**src/rtl/multdiv_unit.sv**
```systemverilog
// ============================================================================
// multdiv_unit
// ----------------------------------------------------------------------------
// Iterative signed 32-bit multiply / divide unit with a fixed 32-iteration
// latency for both operations. It sits beside a register file: operands come
// from the two read ports, and the result is written back through
// ctrl_writeReg / ctrl_writeEn.
//
// Multiply: shift-add on operand magnitudes, 64-bit product, sign applied at
//           the end. The exception flag is set when the full signed product
//           does not fit in 32 bits.
// Divide:   restoring division on operand magnitudes. The quotient is
//           truncated toward zero. Divide-by-zero returns 0 with the exception
//           flag set. 0x80000000 / -1 returns 0x80000000 with the exception
//           flag set.
//
// Ports
//   clock          in   single clock, rising-edge
//   ctrl_reset     in   synchronous active-high reset
//   ctrl_MULT      in   start signed multiply (one-cycle pulse)
//   ctrl_DIV       in   start signed divide (one-cycle pulse)
//   data_operandA  in   [31:0] multiplicand / dividend
//   data_operandB  in   [31:0] multiplier / divisor
//   ctrl_destReg   in   [4:0]  writeback register index
//   data_result    out  [31:0] product low word or quotient
//   data_exception out  overflow or divide-by-zero
//   data_resultRDY out  one-cycle result-valid pulse
//   data_busy      out  high while an operation is iterating
//   ctrl_writeReg  out  [4:0]  latched writeback register index
//   ctrl_writeEn   out  regfile write enable (ready and index != 0)
// ============================================================================
module multdiv_unit (
    input  logic        clock,
    input  logic        ctrl_reset,
    input  logic        ctrl_MULT,
    input  logic        ctrl_DIV,
    input  logic [31:0] data_operandA,
    input  logic [31:0] data_operandB,
    input  logic [4:0]  ctrl_destReg,
    output logic [31:0] data_result,
    output logic        data_exception,
    output logic        data_resultRDY,
    output logic        data_busy,
    output logic [4:0]  ctrl_writeReg,
    output logic        ctrl_writeEn
);

    typedef enum logic [1:0] {
        ST_IDLE = 2'b00,
        ST_BUSY = 2'b01,
        ST_DONE = 2'b10
    } state_t;

    // Two's-complement magnitude; -2^31 maps to 0x80000000 as an unsigned value.
    function automatic logic [31:0] abs32(input logic [31:0] v);
        abs32 = v[31] ? (~v + 32'd1) : v;
    endfunction

    state_t       state_r;
    logic [4:0]   count_r;
    logic         is_div_r;
    logic         neg_r;        // result sign: signA xor signB
    logic         div_zero_r;
    logic         div_ovf_r;    // 0x80000000 / -1
    logic [4:0]   dest_r;

    // Shared datapath registers.
    //   multiply: acc_r = partial product, mcand_r = shifted multiplicand,
    //             mplier_r = multiplier bits still to consume
    //   divide:   acc_r[32:0] = partial remainder, mcand_r[31:0] = divisor,
    //             mplier_r = dividend bits shifting out / quotient shifting in
    logic [63:0]  acc_r;
    logic [63:0]  mcand_r;
    logic [31:0]  mplier_r;

    logic [31:0]  result_r;
    logic         exc_r;
    logic         rdy_r;
    logic         busy_r;
    logic [4:0]   wreg_r;
    logic         wen_r;

    logic         start_s;
    logic [31:0]  abs_a_s;
    logic [31:0]  abs_b_s;
    logic [63:0]  acc_nxt_s;
    logic [63:0]  mcand_nxt_s;
    logic [31:0]  mplier_nxt_s;
    logic [32:0]  rem_shift_s;
    logic [32:0]  diff_s;
    logic [63:0]  prod_s;
    logic         mul_ovf_s;
    logic [31:0]  quo_s;
    logic [31:0]  fin_res_s;
    logic         fin_exc_s;

    assign data_result    = result_r;
    assign data_exception = exc_r;
    assign data_resultRDY = rdy_r;
    assign data_busy      = busy_r;
    assign ctrl_writeReg  = wreg_r;
    assign ctrl_writeEn   = wen_r;

    // A request is valid only when exactly one of the two start lines is high.
    assign start_s = ctrl_MULT ^ ctrl_DIV;
    assign abs_a_s = abs32(data_operandA);
    assign abs_b_s = abs32(data_operandB);

    // One iteration of shift-add multiply or restoring divide.
    always_comb begin
        acc_nxt_s    = acc_r;
        mcand_nxt_s  = mcand_r;
        mplier_nxt_s = mplier_r;
        rem_shift_s  = 33'd0;
        diff_s       = 33'd0;
        if (is_div_r) begin
            rem_shift_s = {acc_r[31:0], mplier_r[31]};
            diff_s      = rem_shift_s - {1'b0, mcand_r[31:0]};
            // Non-negative difference means the divisor fits: keep it, quotient bit 1.
            if (!diff_s[32]) begin
                acc_nxt_s    = {31'd0, diff_s};
                mplier_nxt_s = {mplier_r[30:0], 1'b1};
            end else begin
                acc_nxt_s    = {31'd0, rem_shift_s};
                mplier_nxt_s = {mplier_r[30:0], 1'b0};
            end
        end else begin
            if (mplier_r[0]) begin
                acc_nxt_s = acc_r + mcand_r;
            end else begin
                acc_nxt_s = acc_r;
            end
            mcand_nxt_s  = {mcand_r[62:0], 1'b0};
            mplier_nxt_s = {1'b0, mplier_r[31:1]};
        end
    end

    // Final sign correction and exception decode, used on the last iteration.
    always_comb begin
        prod_s    = neg_r ? (~acc_nxt_s + 64'd1) : acc_nxt_s;
        // Fits in 32 bits only if bits 63..31 are all copies of the sign.
        mul_ovf_s = (prod_s[63:31] != {33{prod_s[63]}});
        quo_s     = neg_r ? (~mplier_nxt_s + 32'd1) : mplier_nxt_s;
        fin_res_s = 32'd0;
        fin_exc_s = 1'b0;
        if (is_div_r) begin
            if (div_zero_r) begin
                fin_res_s = 32'd0;
                fin_exc_s = 1'b1;
            end else if (div_ovf_r) begin
                fin_res_s = 32'h8000_0000;
                fin_exc_s = 1'b1;
            end else begin
                fin_res_s = quo_s;
                fin_exc_s = 1'b0;
            end
        end else begin
            fin_res_s = prod_s[31:0];
            fin_exc_s = mul_ovf_s;
        end
    end

    // Control FSM, datapath registers and registered outputs.
    always_ff @(posedge clock) begin
        if (ctrl_reset) begin
            state_r    <= ST_IDLE;
            count_r    <= 5'd0;
            is_div_r   <= 1'b0;
            neg_r      <= 1'b0;
            div_zero_r <= 1'b0;
            div_ovf_r  <= 1'b0;
            dest_r     <= 5'd0;
            acc_r      <= 64'd0;
            mcand_r    <= 64'd0;
            mplier_r   <= 32'd0;
            result_r   <= 32'd0;
            exc_r      <= 1'b0;
            rdy_r      <= 1'b0;
            busy_r     <= 1'b0;
            wreg_r     <= 5'd0;
            wen_r      <= 1'b0;
        end else begin
            case (state_r)
                ST_IDLE, ST_DONE: begin
                    rdy_r <= 1'b0;
                    wen_r <= 1'b0;
                    if (start_s) begin
                        state_r    <= ST_BUSY;
                        busy_r     <= 1'b1;
                        count_r    <= 5'd0;
                        is_div_r   <= ctrl_DIV;
                        neg_r      <= data_operandA[31] ^ data_operandB[31];
                        div_zero_r <= (data_operandB == 32'd0);
                        div_ovf_r  <= (data_operandA == 32'h8000_0000) &&
                                      (data_operandB == 32'hFFFF_FFFF);
                        dest_r     <= ctrl_destReg;
                        acc_r      <= 64'd0;
                        if (ctrl_DIV) begin
                            mcand_r  <= {32'd0, abs_b_s};
                            mplier_r <= abs_a_s;
                        end else begin
                            mcand_r  <= {32'd0, abs_a_s};
                            mplier_r <= abs_b_s;
                        end
                    end else begin
                        state_r <= ST_IDLE;
                        busy_r  <= 1'b0;
                    end
                end
                ST_BUSY: begin
                    acc_r    <= acc_nxt_s;
                    mcand_r  <= mcand_nxt_s;
                    mplier_r <= mplier_nxt_s;
                    count_r  <= count_r + 5'd1;
                    if (count_r == 5'd31) begin
                        state_r  <= ST_DONE;
                        busy_r   <= 1'b0;
                        rdy_r    <= 1'b1;
                        wen_r    <= (dest_r != 5'd0);
                        result_r <= fin_res_s;
                        exc_r    <= fin_exc_s;
                        wreg_r   <= dest_r;
                    end else begin
                        state_r <= ST_BUSY;
                    end
                end
                default: begin
                    state_r <= ST_IDLE;
                    busy_r  <= 1'b0;
                    rdy_r   <= 1'b0;
                    wen_r   <= 1'b0;
                    count_r <= 5'd0;
                end
            endcase
        end
    end

endmodule

```
**config.mk**
```make
export PLATFORM = sky130hd
export DESIGN_NAME = multdiv_unit
export DESIGN_NICKNAME = d
export VERILOG_FILES = /design/src/rtl/multdiv_unit.sv
export SDC_FILE = /design/constraint.sdc
export NUM_CORES = 1
export LEC_CHECK = 0
export CAP_MARGIN = 20
export CELL_PAD_IN_SITES_DETAIL_PLACEMENT = 1
export CELL_PAD_IN_SITES_GLOBAL_PLACEMENT = 1
export CORE_MARGIN = 10
export CORE_UTILIZATION = 42
export CTS_BUF_LIST = sky130_fd_sc_hd__clkbuf_8 sky130_fd_sc_hd__clkbuf_16
export DETAILED_ROUTE_END_ITERATION = 8
export GPL_ROUTABILITY_DRIVEN = 0
export PLACE_DENSITY = 0.82
export SYNTH_ARGS = -nofsm -noshare
export SYNTH_HDL_FRONTEND = slang
export SYNTH_SLANG_ARGS = --single-unit
export TNS_END_PERCENT = 30
```
**constraint.sdc**
```tcl
create_clock -name clock -period 8 [get_ports clock]
set_input_delay 1.6 -clock clock [delete_from_list [all_inputs] [get_ports clock]]
set_output_delay 1.6 -clock clock [all_outputs]
set_load 0.02 [all_outputs]
```
==> results of run 1 <==
where the power goes:
part / internal (W) / switching (W) / total [W] / leakage, nW
clock: 0.000760 / 0.000533 / 0.00129 / 0.475
combinational: 0.000537 / 0.00111 / 0.00164 / 6.40
sequential: 0.00114 / 0.0000760 / 0.00121 / 1.76
total: 0.00243 / 0.00172 / 0.00415 / 8.64
routing by layer:
layer	up-vias	part of all wire, %	routed length [um]
met1	12180	42	38680
met4	0	3.4	3139
met5	-	0	0
met2	1202	45	41850
met3	204	9.9	9160
li1	11170	-	-
cells by family (layout without fill, tap and decap cells):
kind of cell             after synthesis  in the layout  synth area share (%)
multiplexers                          54             54                 2.702
flip-flops                           217            217                 20.44
AND/OR/NAND/NOR                     1150           1150                 26.01
AO/OA/AOI/OAI                       1001           1001                 31.20
adder cells (fa/ha/maj)              105            105                 6.252
XOR/XNOR                             203            203                 8.365
buffers and inverters                277            280                 5.027
area by class of cell:
| class | instances | area, sq um |
|---|---|---|
| fillers | 6421 | 26310 |
| multi-input cells | 2513 | 15890 |
| flip-flops and latches | 217 | 4349 |
| repair buffers | 153 | 1464 |
| inverters | 77 | 289.0 |
| clock inverters | 18 | 182.7 |
| clock buffers | 32 | 744.5 |
| well taps | 672 | 840.8 |
worst max-delay path by stage:
stage,start,to,depth (start not counted)
2_1_floorplan,mplier_r[31]$_SDFFE_PP0P_,data_exception$_SDFFE_PP0P_,28
3_3_place_gp,mplier_r[31]$_SDFFE_PP0P_,data_exception$_SDFFE_PP0P_,28
3_5_place_dp,mplier_r[31]$_SDFFE_PP0P_,data_exception$_SDFFE_PP0P_,28
4_1_cts,mplier_r[31]$_SDFFE_PP0P_,data_exception$_SDFFE_PP0P_,28
5_1_grt,mplier_r[31]$_SDFFE_PP0P_,data_exception$_SDFFE_PP0P_,28
6_report,mplier_r[31]$_SDFFE_PP0P_,data_exception$_SDFFE_PP0P_,28
per-stage QoR:
step	util, %	instance area, sq um
floorplan	-	21250
global placement	45.44	22750
detailed placement	45.44	22750
CTS	47.29	23680
global route	47.45	23760
finish	47.45	23760
registers in the layout, indices dropped and copies added, names as in the netlist:
signal / cells
mplier_r: 32
neg_r: 1
dest_r: 5
div_ovf_r: 1
count_r: 5
data_busy: 1
ctrl_writeReg: 5
state_r: 2
data_exception: 1
acc_r: 64
mcand_r: 64
is_div_r: 1
data_result: 32
data_resultRDY: 1
ctrl_writeEn: 1
div_zero_r: 1
critical path, delay by kind of cell, from the launching register on:
| family | cells | cell delay (ns) |
|---|---|---|
| flip-flops | 1 | 0.36 |
| XOR/XNOR | 1 | 0.10 |
| adder cells (fa/ha/maj) | 3 | 0.71 |
| AND/OR/NAND/NOR | 8 | 2.52 |
| buffers and inverters | 5 | 0.95 |
| AO/OA/AOI/OAI | 11 | 2.84 |
placed cells by master (no fill, tap or decap), types with 24 or more instances in the layout:
| cell | n |
|---|---|
| clkbuf_16 | 27 |
| dfxtp_1 | 215 |
| nand2b_1 | 29 |
| o21ai_0 | 209 |
| o21ai_1 | 33 |
| a22o_1 | 49 |
| mux2i_1 | 27 |
| nor4_1 | 26 |
| nand4_1 | 71 |
| inv_1 | 81 |
| nand2_1 | 387 |
| xor2_1 | 99 |
| a21o_1 | 28 |
| mux2_2 | 27 |
| ha_1 | 103 |
| o211ai_1 | 24 |
| nand3_1 | 88 |
| or3_1 | 44 |
| o31ai_1 | 51 |
| clkdlybuf4s50_1 | 111 |
| buf_4 | 37 |
| or4_1 | 29 |
| xnor2_1 | 104 |
| nor2_1 | 280 |
| a31oi_1 | 28 |
| a211oi_1 | 59 |
| nor3_1 | 71 |
| o22ai_1 | 24 |
| o221ai_1 | 35 |
| a21oi_1 | 254 |
what timing repair did:
action / 4_1_cts / 5_1_grt
endpoints found under the hold margin: 0 / 0
resized for setup: 0 / 2
setup endpoints to repair: 0 / 1
==> out/qor.yml, run 1 <==
outcome: "complete, no violations"
core_area_sq_mm: 0.05007
yosysWarnings: 0
synthCells: 3007
tightest_slew_ns: 1.226
hold_ws_ns: 0.4661
drc_errors: 0
die_x_um: 245.0
io_buffer_count: 113
hp-start: "ctrl_writeReg[2]$_SDFFE_PP0P_"
worstPathArrival_ns: 8.07
synth_seq_cells: 217
cts_hold_buf: 0
cp_common_cell: "inv_1"
layout_min_cycle_time_ns: 7.597
path_max_fanout: 17
drv_cap: 0
first_global_vias: 24480
period_share_pct: 94.96
rows: 82
fin_cells: 3682
critical-path-max-stage-delay_ns: 0.54
synth_cell_types: 97
finalPower_w: 0.004149
async_reset_ff_share_pct: 0
dr.pass1.iters: 5
hp-class: "reg -> reg"
pin_count: 114
synthTopCellsByCount: "nand2_1 (389), nor2_1 (284), a21oi_1 (254)"
finalHoldViolCount: 0
wl_um: 92830
clk_pin_slew_ns: 0.06
grt_use_met3_pct: 5.636
timing.slew.headroom_pct: 18.07
path_class: "reg -> reg"
drt_iter0_drc: 2608
reg2reg_slack_ns: 0.40
yosysTopAreaCell: "dfxtp_1"
dp_hpwl_um: 72290
wl_per_cell_um: 25.21
synth_area_per_cell_sq_um: 7.068
clk_latency_ns: 0.60
p_leak_nw: 8.641
num_antenna_cells: 0
p_per_area_mw_per_mm2: 174.6
rr_worst_depth: 28
r2r-end: "data_exception$_SDFFE_PP0P_"
rsz0062_at_grt: "no"
start_kind: "flop"
viasPerCell: 6.722
crit-reg2reg-launch: "mplier_r[31]$_SDFFE_PP0P_"
grt_max_degree: 93
whs_path_depth: 2
die_y_um: 245.0
cts_inserted_buffers: 27
num_vias: 24750
endpoint_kind: "flop"
yosysSeqAreaShare_pct: 20.44
dp.cells: 3628
grt_usage_pct: 29.30
yosysTopAreaCellShare_pct: 20.44
clock-root-buffer: "clkbuf_16"
cts_max_path_buffers: 3
ys.flop_type: "dfxtp_1"
fmax_mhz: 131.6
cp.required_ns: 8.47
cts-htree-levels: 1
busiest_layer: "met2"
finalWorstSetupSlack_ns: 0.4035
final_antenna_net_count: 0
antenna_found_initial: 1
cts_setup_buffers: 0
nets: 3167
grt_use_met1_pct: 38.41
start_util_pct: 42.45
setup-tns-final_ns: 0
clock_sink_count: 217
synthTopCellsByArea: "dfxtp_1 (20%), nand2_1 (6.9%), ha_1 (6.1%), a21oi_1 (6.0%), nor2_1 (5.0%)"
dp_slack_ns: 0.4294
hold_end: "ctrl_writeReg[2]$_SDFFE_PP0P_"
synth.most_common_cell: "nand2_1"
grt_first_pass_wirelength_um: 142800
crit_slowest_cell: "or4_1"
use_met2_pct: 47.51
syn_area_sq_mm: 0.02125
area_delta_synth_final_pct: 11.78
setup_violations: 0
synth_edf_count: 0
peakVddDrop_mv: 0.1592
layout-drive-gt1-share_pct: 5.914
die_area_sq_mm: 0.06000
drv_slew: 0
syn-num-nets: 3185
finClkSkew_ns: 0.04400
cts_tree: "done"
grt_overflow: 0
Note: power is estimated with default switching activity, not from simulation.
==> run 2: changes to the inputs <==
--- a/config.mk
+++ b/config.mk
@@ -5,7 +5,6 @@
 export SDC_FILE = /design/constraint.sdc
 export NUM_CORES = 1
 export LEC_CHECK = 0
-export CAP_MARGIN = 20
 export CELL_PAD_IN_SITES_DETAIL_PLACEMENT = 1
 export CELL_PAD_IN_SITES_GLOBAL_PLACEMENT = 1
 export CORE_MARGIN = 10
==> out/qor.yml, run 2 (synthesis results as in run 1) <==
start_kind: "flop"
clock-root-buffer: "clkbuf_16"
layout-drive-gt1-share_pct: 5.788
drv_slew: 0
die_x_um: 245.0
wl_per_cell_um: 25.19
grt_use_met3_pct: 5.636
area_delta_synth_final_pct: 11.45
grt_usage_pct: 29.30
drv_cap: 0
cp_common_cell: "inv_1"
timing.slew.headroom_pct: 6.629
critical-path-max-stage-delay_ns: 0.53
peakVddDrop_mv: 0.1591
worstPathArrival_ns: 8.17
grt_first_pass_wirelength_um: 142800
viasPerCell: 6.733
nets: 3163
busiest_layer: "met2"
antenna_found_initial: 1
layout_common_cells: "nand2_1 (387), nor2_1 (280), a21oi_1 (254)"
post_cts_resize_count: 0
num_vias: 24760
cts_tree: "done"
clk_latency_ns: 0.59
clk_pin_slew_ns: 0.07
p_leak_nw: 8.607
period_share_pct: 96.39
p_per_area_mw_per_mm2: 174.5
core_area_sq_mm: 0.05007
cts-htree-levels: 1
cts_max_path_buffers: 3
pin_count: 114
drc_errors: 0
final_common_cell: "nand2_1"
cts_hold_buf: 0
grt_use_met1_pct: 38.41
dr.pass1.iters: 5
final_antenna_net_count: 0
layout_min_cycle_time_ns: 7.711
grt_max_degree: 93
first_global_vias: 24480
crit_slowest_cell: "or4_1"
drt_iter0_drc: 2579
wl_um: 92640
grt_overflow: 0
clock_sink_count: 217
use_met2_pct: 47.51
finClkSkew_ns: 0.03775
reg.largest.list: "acc_r (64), mcand_r (64)"
die_y_um: 245.0
die_area_sq_mm: 0.06000
cts_setup_buffers: 0
finalWorstSetupSlack_ns: 0.2891
outcome: "complete, no violations"
rows: 82
num_antenna_cells: 0
endpoint_kind: "flop"
dp_hpwl_um: 72290
fmax_mhz: 129.7
setup-tns-final_ns: 0
hold_ws_ns: 0.4660
cp.required_ns: 8.46
finalHoldViolCount: 0
cts_inserted_buffers: 27
io_buffer_count: 113
setup_violations: 0
rsz0062_at_grt: "no"
dp_slack_ns: 0.4294
path_max_fanout: 17
path_class: "reg -> reg"
start_util_pct: 42.45
hp-class: "reg -> reg"
tightest_slew_ns: 1.392
[run 2: worst paths after layout]
check | from | end | slack [ns] | cells after the start
hold / removal | ctrl_writeReg[2]$_SDFFE_PP0P_ | ctrl_writeReg[2]$_SDFFE_PP0P_ | 0.47 | 2
hold reg to reg | ctrl_writeReg[2]$_SDFFE_PP0P_ | ctrl_writeReg[2]$_SDFFE_PP0P_ | 0.47 | 2
setup reg to reg | mplier_r[31]$_SDFFE_PP0P_ | data_exception$_SDFFE_PP0P_ | 0.29 | 28
setup / recovery | mplier_r[31]$_SDFFE_PP0P_ | data_exception$_SDFFE_PP0P_ | 0.29 | 28
[run 2: final cells by class]
class / count / area [sq um]
timing repair buffer: 149 / 1394
clock buffer: 32 / 744.5
sequential: 217 / 4349
tap: 672 / 840.8
clock inverter: 18 / 182.7
inverter: 77 / 289.0
fill: 6423 / 26380
multi-input combinational: 2513 / 15890
[run 2: routing by layer]
layer  share of wire (%)  wire length, um
met1                  42            38550
met2                  45            41770
met3                 9.9             9181
met4                 3.4             3138
met5                   0                0
[run 2: stage by stage]
| step | instances | cell area, sq um | util, % | total power (W) |
|---|---|---|---|---|
| 3_5_place_dp | 3628 | 22750 | 45.44 | 0.002789 |
| 2_1_floorplan | 3007 | 21250 | - | 0.002281 |
| 4_1_cts | 3678 | 23680 | 47.29 | 0.004085 |
| 3_3_place_gp | 3628 | 22750 | 45.44 | 0.002730 |
| 5_1_grt | 3678 | 23690 | 47.31 | 0.004305 |
| 6_report | 3678 | 23690 | 47.31 | 0.004134 |
[run 2: worst max-delay path: cells and delay by family (launching register included)]
family	cells	cell delay [ns]
AO/OA/AOI/OAI	11	2.91
AND/OR/NAND/NOR	8	2.56
buffers and inverters	5	0.94
adder cells (fa/ha/maj)	3	0.71
flip-flops	1	0.36
XOR/XNOR	1	0.10
[run 2: power breakdown]
part           internal, W  switching (W)
combinational     0.000529        0.00110
sequential         0.00114      0.0000765
clock             0.000760       0.000529
